==> config.mk <==
export PLATFORM = sky130hd
export DESIGN_NAME = jtbubl_main_sndcom
export DESIGN_NICKNAME = d
export VERILOG_FILES = /design/src/rtl/jtbubl_main_sndcom.sv
export SDC_FILE = /design/constraint.sdc
export NUM_CORES = 1
export LEC_CHECK = 0
export CAP_MARGIN = 20
export CORE_MARGIN = 5
export CORE_UTILIZATION = 35
export CTS_CLUSTER_SIZE = 8
export DETAILED_ROUTE_END_ITERATION = 8
export GPL_TIMING_DRIVEN = 0
export PLACE_DENSITY = 0.58
export SETUP_SLACK_MARGIN = 0.1
export SLEW_MARGIN = 5
export SYNTH_ARGS = -nofsm -noshare
export SYNTH_HDL_FRONTEND = slang
export SYNTH_SLANG_ARGS = --single-unit
==> constraint.sdc <==
create_clock -name clk -period 2.2 [get_ports clk]
set_input_delay 0.33 -clock clk [delete_from_list [all_inputs] [get_ports clk]]
set_output_delay 0.33 -clock clk [all_outputs]
set_load 0.01 [all_outputs]
==> src/rtl/jtbubl_main_sndcom.sv <==
// Main-CPU side of the main<->sound mailbox: command latch with strobe sequencing,
// sound CPU reset control and reply capture with overrun tracking.
module jtbubl_main_sndcom #(
  parameter int STB_LEN = 4,
  parameter int RST_LEN = 16
) (
  input  logic       clk,
  input  logic       rst,
  input  logic       cs,
  input  logic [1:0] addr,
  input  logic       cpu_wr,
  input  logic       cpu_rd,
  input  logic [7:0] cpu_dout,
  output logic [7:0] cpu_din,
  output logic [7:0] snd_latch,
  output logic       snd_stb,
  output logic       snd_rstn,
  input  logic [7:0] main_latch,
  input  logic       main_stb,
  input  logic       snd_flag,
  output logic       main_flag
);

  localparam logic [7:0] STB_INIT = 8'(STB_LEN);
  localparam logic [7:0] RST_INIT = 8'(RST_LEN);

  typedef enum logic [1:0] {
    IDLE,
    STB,
    GAP
  } state_t;

  state_t     state, state_nxt;
  logic [7:0] stb_cnt, stb_cnt_nxt;
  logic [7:0] rst_cnt;
  logic [7:0] main_latch_q;
  logic       wr_q, rd_q, main_stb_q;
  logic       hold, covr, rovr;
  logic       wr_lvl, rd_lvl, wr_ev, rd_ev, reply_ev;
  logic       wr_cmd, wr_clr, wr_ctl, rd_reply;
  logic [7:0] status;

  // Bus strobes may be held for many cycles, so only their rising edges act.
  assign wr_lvl   = cs & cpu_wr;
  assign rd_lvl   = cs & cpu_rd;
  assign wr_ev    = wr_lvl & ~wr_q;
  assign rd_ev    = rd_lvl & ~rd_q;
  assign reply_ev = main_stb & ~main_stb_q;

  assign wr_cmd   = wr_ev & (addr == 2'd0);
  assign wr_clr   = wr_ev & (addr == 2'd1);
  assign wr_ctl   = wr_ev & (addr == 2'd2);
  assign rd_reply = rd_ev & (addr == 2'd0);

  assign status   = {4'b0, rovr, covr, ~snd_flag, main_flag};

  always_ff @(posedge clk) begin
    if (rst) begin
      wr_q       <= 1'b0;
      rd_q       <= 1'b0;
      main_stb_q <= 1'b0;
    end else begin
      wr_q       <= wr_lvl;
      rd_q       <= rd_lvl;
      main_stb_q <= main_stb;
    end
  end

  always_ff @(posedge clk) begin
    if (rst) begin
      state   <= IDLE;
      stb_cnt <= 8'd0;
    end else begin
      state   <= state_nxt;
      stb_cnt <= stb_cnt_nxt;
    end
  end

  // A command arriving mid-pulse inserts a one-cycle low gap so the sound side
  // always sees a fresh rising edge; one arriving in the gap just joins it.
  always_comb begin
    state_nxt   = state;
    stb_cnt_nxt = stb_cnt;
    case (state)
      IDLE: begin
        if (wr_cmd) begin
          state_nxt   = STB;
          stb_cnt_nxt = STB_INIT;
        end
      end
      STB: begin
        if (wr_cmd) begin
          state_nxt = GAP;
        end else if (stb_cnt <= 8'd1) begin
          state_nxt   = IDLE;
          stb_cnt_nxt = 8'd0;
        end else begin
          stb_cnt_nxt = stb_cnt - 8'd1;
        end
      end
      GAP: begin
        state_nxt   = STB;
        stb_cnt_nxt = STB_INIT;
      end
      default: begin
        state_nxt   = IDLE;
        stb_cnt_nxt = 8'd0;
      end
    endcase
  end

  assign snd_stb = (state == STB);

  always_ff @(posedge clk) begin
    if (rst) begin
      snd_latch <= 8'd0;
      covr      <= 1'b0;
    end else begin
      if (wr_cmd) snd_latch <= cpu_dout;
      if (wr_cmd && !snd_flag) covr <= 1'b1;
      else if (wr_clr && cpu_dout[2]) covr <= 1'b0;
    end
  end

  // A reply landing on the same edge as a reply read wins: the flag stays set
  // and the read still returns the previously captured byte.
  always_ff @(posedge clk) begin
    if (rst) begin
      main_latch_q <= 8'd0;
      main_flag    <= 1'b0;
      rovr         <= 1'b0;
    end else begin
      if (reply_ev) begin
        main_latch_q <= main_latch;
        main_flag    <= 1'b1;
      end else if (rd_reply) begin
        main_flag <= 1'b0;
      end
      if (reply_ev && main_flag) rovr <= 1'b1;
      else if (wr_clr && cpu_dout[3]) rovr <= 1'b0;
    end
  end

  always_ff @(posedge clk) begin
    if (rst) begin
      hold    <= 1'b0;
      rst_cnt <= RST_INIT;
    end else begin
      if (wr_ctl) hold <= cpu_dout[0];
      if (wr_ctl && cpu_dout[1]) rst_cnt <= RST_INIT;
      else if (rst_cnt != 8'd0) rst_cnt <= rst_cnt - 8'd1;
    end
  end

  assign snd_rstn = ~hold & (rst_cnt == 8'd0);

  always_ff @(posedge clk) begin
    if (rst) begin
      cpu_din <= 8'hff;
    end else begin
      case (addr)
        2'd0:    cpu_din <= main_latch_q;
        2'd1:    cpu_din <= status;
        2'd2:    cpu_din <= {7'b0, hold};
        default: cpu_din <= 8'hff;
      endcase
    end
  end

endmodule

Word-level counts from Yosys, hierarchy flattened
Index checks and enable logic that the tools add are counted.
Widths: inputs -> output; s select.
- bits in registers: 49
- bits in latches: 0
- RAM bits: 0
- ROM bits: 0
- input bits: 25
- output and inout bits: 19
- logic and storage cells: 69
- memories: 0
- add/subtract/negate cells: 2
- $mul: 0
- div/mod/pow operators: 0
- order comparisons: 1
- equality and inequality tests: 7
- shift operators: 0
- multiplexer cells: 15
- bitwise operators: 15
- reduce and logical (&&, ||, !) cells: 16
- operators with widths (kind ; number):
    $pmux 8 s3 ; 2
    $mux 8 ; 3
    $sub 8x1->8 const B ; 2
    $and 1x1->1 ; 10
    $le 8x1->1 const B ; 1
    $logic_not 8->1 ; 1
    $reduce_bool 8->1 ; 1
    $mux 1 ; 6
    $mux 2 ; 3
    $pmux 2 s3 ; 1
    $reduce_bool 2->1 ; 3
    $logic_and 1x1->1 ; 5
    $not 1->1 ; 5
    $eq 2x1->1 const B ; 2
    $eq 2x2->1 const B ; 2
    $logic_not 2->1 ; 2
    $ne 2x2->1 const B ; 2
    $reduce_and 2->1 ; 2
    $ne 3x1->1 const B ; 1
    $reduce_or 2->1 ; 1
    $logic_not 1->1 ; 1

Longest topological paths before layout
- word-level depth: 6
- gate-level depth with buffers: 7
- mapped depth without buffers: 6

Worst setup path after synthesis
Ideal clock, no wire load.
- path kind: input port to flip-flop
- start: input addr[0]
- end: register stb_cnt[4]
- library setup time: 0.071 ns
- arrival time: 1.608 ns
- data required time: 2.129 ns
- slack: 0.521 ns
- stages: 6
- path buffers: 0
- cells stage by stage: inv_1 -> ha_1 -> nand4b_1 -> mux2_2 -> or4_1 -> a21oi_1
- cells in the longest elaborated chain, start to end: 4
- elaborated cells on any way between the ends: 5
- those cells by class: 2 x eq/ne; 1 x bitwise; 2 x reduce/logical
- RTL lines (element ; line ; RTL):
    start: declaration ; 10 ; input logic [1:0] addr,
    $logic_not 2->1 (*) ; 50 ; assign wr_cmd = wr_ev & (addr == 2'd0);
    $and 1x1->1 (*) ; 50 ;
    $ne 2x2->1 (no line) ; n/a ;
    $reduce_and 2->1 (no line) (*) ; n/a ;
    end signal: assignment ; 75 ; stb_cnt <= stb_cnt_nxt;
    end: declaration ; 34 ; logic [7:0] stb_cnt, stb_cnt_nxt;
Mark *: on every way between the ends. The rest lies on a longest branch, timed or not.
A chain may end at the register's enable or synchronous reset.

Worst setup path in the final report
Ends and elaborated chain as after synthesis.

==> impl_results.md <==
- Clock latency on the worst-skew pair: 300 ps
- Final clock skew: 7.098 ps
- Num Clock Sinks: 49
- DRT iter0 DRCs: 49
- Initial Utilization: 0.3550
- Crit-path cells: clkdlybuf4s50_1 > inv_1 > ha_1 > nand4b_1 > mux2_2 > or4_1 > a21oi_2
- Max-cap violations: 0
- Most frequent cells in the layout: dfxtp_1 (49), nand2_1 (46), clkdlybuf4s50_1 (41), nor2_1 (28), a21oi_1 (24)
- Reg clk slew, reported paths: 80 ps
- Area added between synthesis and finish: 33.58%
- EDFF count, synth: 0
- Ys flop type: dfxtp_1
- Type of element capturing the critical path: flop
- Rel. slew slack: 0.6585
- Fin crit share: 0.9125
- Grt met3 use: 0.04183
- Number of global-route vias before repair: 1717
- Outcome: complete, no violations
- DRT Wirelength: 4747 µm
- GRT overflow: 0
- H-tree levels: 2
- Largest net degree at the start of global routing: 15
- Root Buffer: clkbuf_8
- DRC viols: 0
- Met1 layer usage reported by global route: 0.1673
- Post-synthesis mux area share: 0.005455
- Synthesized area per cell: 8.392 µm²
- CP arrival: 2250 ps
- Hold Crit Class: flop to flop
- GRT Resource Usage Total: 0.1335
- Max Buffers Root-to-Sink: 2
- Met2 Use GR: 0.2167
- Leakage: 1.071 nW
- Die height: slightly below 90 µm
- Layout cells sized above 1: 0.07309
- Num ports: 44
- YS warnings: 0
- DRT antenna net count: 0
- Setup violators final: 0
- Cell depth of the worst hold path: 2
- Area share of fa/ha/maj cells after synthesis: 0.04242
- Core box area: 5816 µm²
- P per Cell Area: 797.3 nW/µm²
- CTS tree: built
- Crit-path max cell delay: 500 ps
- Worst Path Required: 2440 ps
- Worst-Margin Slew: slightly above 500 ps
- Setup WS post-layout: 192.4 ps
- NumNets Final: about 330
- Post-Place Cells: 364
- Port Buf Inserts: 43
- Compound-gate portion of the synthesized area: 0.1424
- Asr flop ratio synth: 0
- CTS buffer count: 5
- Mapped Cells: approximately 250
- Max Slew Vio Count: 0
- Worst VDD drop: approximately 0.31 mV
- Cell row count: 28
- Via density: 4.763
- Routability cong.: roughly 0.76
- Final hold slack: approximately 460 ps
- Number of synthesized register bits: 49
- Fmax: 0.4981 GHz
- Cell Area, Placed: about 2600 µm²
- Startpoint Class: input port
- Post-Layout Inst Area: 2758 µm²
- Routed len/inst: 12.63 µm
- Hold_buf cts: 0
- Antenna Diode Count: 0
- CP max FO: 3
- Cell variety after synth: 40
- GRT busiest layer: met2
- R2R depth: 6
- Place WS: -320.2 ps
- Most common cell after layout, fill and taps aside: dfxtp_1
- RSZ-0062 raised after global routing: true
- Fin Setup TNS: 0 ps
- Die W: 86.80 µm
- Post-Layout Cell Count: 376
- First-pass GRT wire length: slightly below 8000 µm
- Initial antenna violation count: 0
- Post-synthesis xor/xnor area fraction: 0.03394
- Period minus WS final: 2008 ps
- WS Path Type: input port to flop
- Slowest stage cell, crit path: clkdlybuf4s50_1
- Die area: around 7500 µm²
- Synthesized area: 2064 µm²
- Pre-antenna DRT Iters: 4
- Detailed Place HPWL: 3424 µm
- Sequential area share after synthesis: 0.4752
- DR vias: 1791
- Net Count, Synth: ~280
- Count of final hold-check violations: 0
- Post-synthesis share of cell area spent on and, or, nand and nor gates: 0.2612
- Main combinational cell family by area after synthesis: simple AND/OR/NAND/NOR gates
==> layer usage <==
| metal | vias up | wire [µm] |
|---|---|---|
| met5 | - | 0 |
| met4 | 0 | 63 |
| met3 | 5 | 351 |
| met2 | 50 | 2019 |
| met1 | 800 | 2313 |
| li1 | 936 | - |
==> state kept, by name, indices dropped and copies added, names as in the netlist, 2 cells and up <==
name	flops
main_latch_q	8
snd_latch	8
stb_cnt	8
rst_cnt	8
cpu_din	8
state	2
==> cell usage after synthesis (2+ instances only) <==
master | count | share of area
o21ai_0 | 4 | 0.0097
a21oi_1 | 25 | 0.061
o211ai_1 | 2 | 0.0073
dfxtp_1 | 49 | 0.48
nor2_1 | 28 | 0.051
buf_2 | 2 | 0.0048
or4_1 | 3 | 0.011
nand2_1 | 46 | 0.084
a22oi_1 | 3 | 0.011
nand3_1 | 8 | 0.019
inv_1 | 9 | 0.016
xor2_1 | 3 | 0.013
nor2b_1 | 3 | 0.0091
or3_1 | 3 | 0.0091
a21o_1 | 5 | 0.018
clkbuf_1 | 6 | 0.011
nor3_1 | 3 | 0.0073
xnor2_1 | 5 | 0.021
nand2b_1 | 10 | 0.030
ha_1 | 7 | 0.042
nand4b_1 | 3 | 0.013
==> power by group <==
group          total [mW]  internal (mW)  switching (mW)
clock               0.673          0.371           0.302
sequential           1.05          0.973          0.0778
combinational       0.475          0.253           0.221
==> through the flow <==
step,utilization,power (mW)
floorplan,-,1.348
global placement,0.4451,1.500
detailed placement,0.4451,1.504
CTS,0.4699,2.194
global route,0.4742,2.330
finish,0.4742,2.199
==> logic make-up (layout without fill, tap and decap cells) <==
group                    count (synthesis)  after routing
flip-flops                              49             49
multiplexers                             1              1
AO/OA/AOI/OAI                           48             48
adder cells (fa/ha/maj)                  7              7
AND/OR/NAND/NOR                        114            114
XOR/XNOR                                 8              8
buffers and inverters                   19             74
==> area by class of cell <==
class | instances | area (µm²)
Multi-Input combinational cell | 178 | 1020
Sequential cell | 49 | 980.9
Clock buffer | 7 | 86.33
Buffer | 10 | 47.55
Clock inverter | 1 | 30.03
Fill cell | 627 | 3058
Inverter | 9 | 33.78
Tap cell | 75 | 93.84
Timing Repair Buffer | 47 | 465.4
==> worst max-delay path: cells and delay by family <==
family                     cells  cell delay, ps
AOI/OAI and AO/OA              1             140
muxes                          1             370
and+or+nand+nor                2             610
buffers and inverters          2             570
adders and majority gates      1             210
==> worst paths after layout <==
check | from | to | slack, ps
setup / recovery | addr[0] | stb_cnt[4]$_SDFFE_PP0P_ | 190
hold / removal | snd_latch[4]$_SDFFE_PP0P_ | snd_latch[4]$_SDFFE_PP0P_ | 460
setup reg to reg | stb_cnt[0]$_SDFFE_PP0P_ | stb_cnt[6]$_SDFFE_PP0P_ | 510
hold reg to reg | snd_latch[4]$_SDFFE_PP0P_ | snd_latch[4]$_SDFFE_PP0P_ | 460
==> timing repair <==
item,in CTS,in global routing
buffers inserted,3,1
pin swaps,2,3
gates resized for setup,1,5
gates cloned,0,0
setup endpoints to repair,2,4
Note: power is estimated with default switching activity, not from simulation.
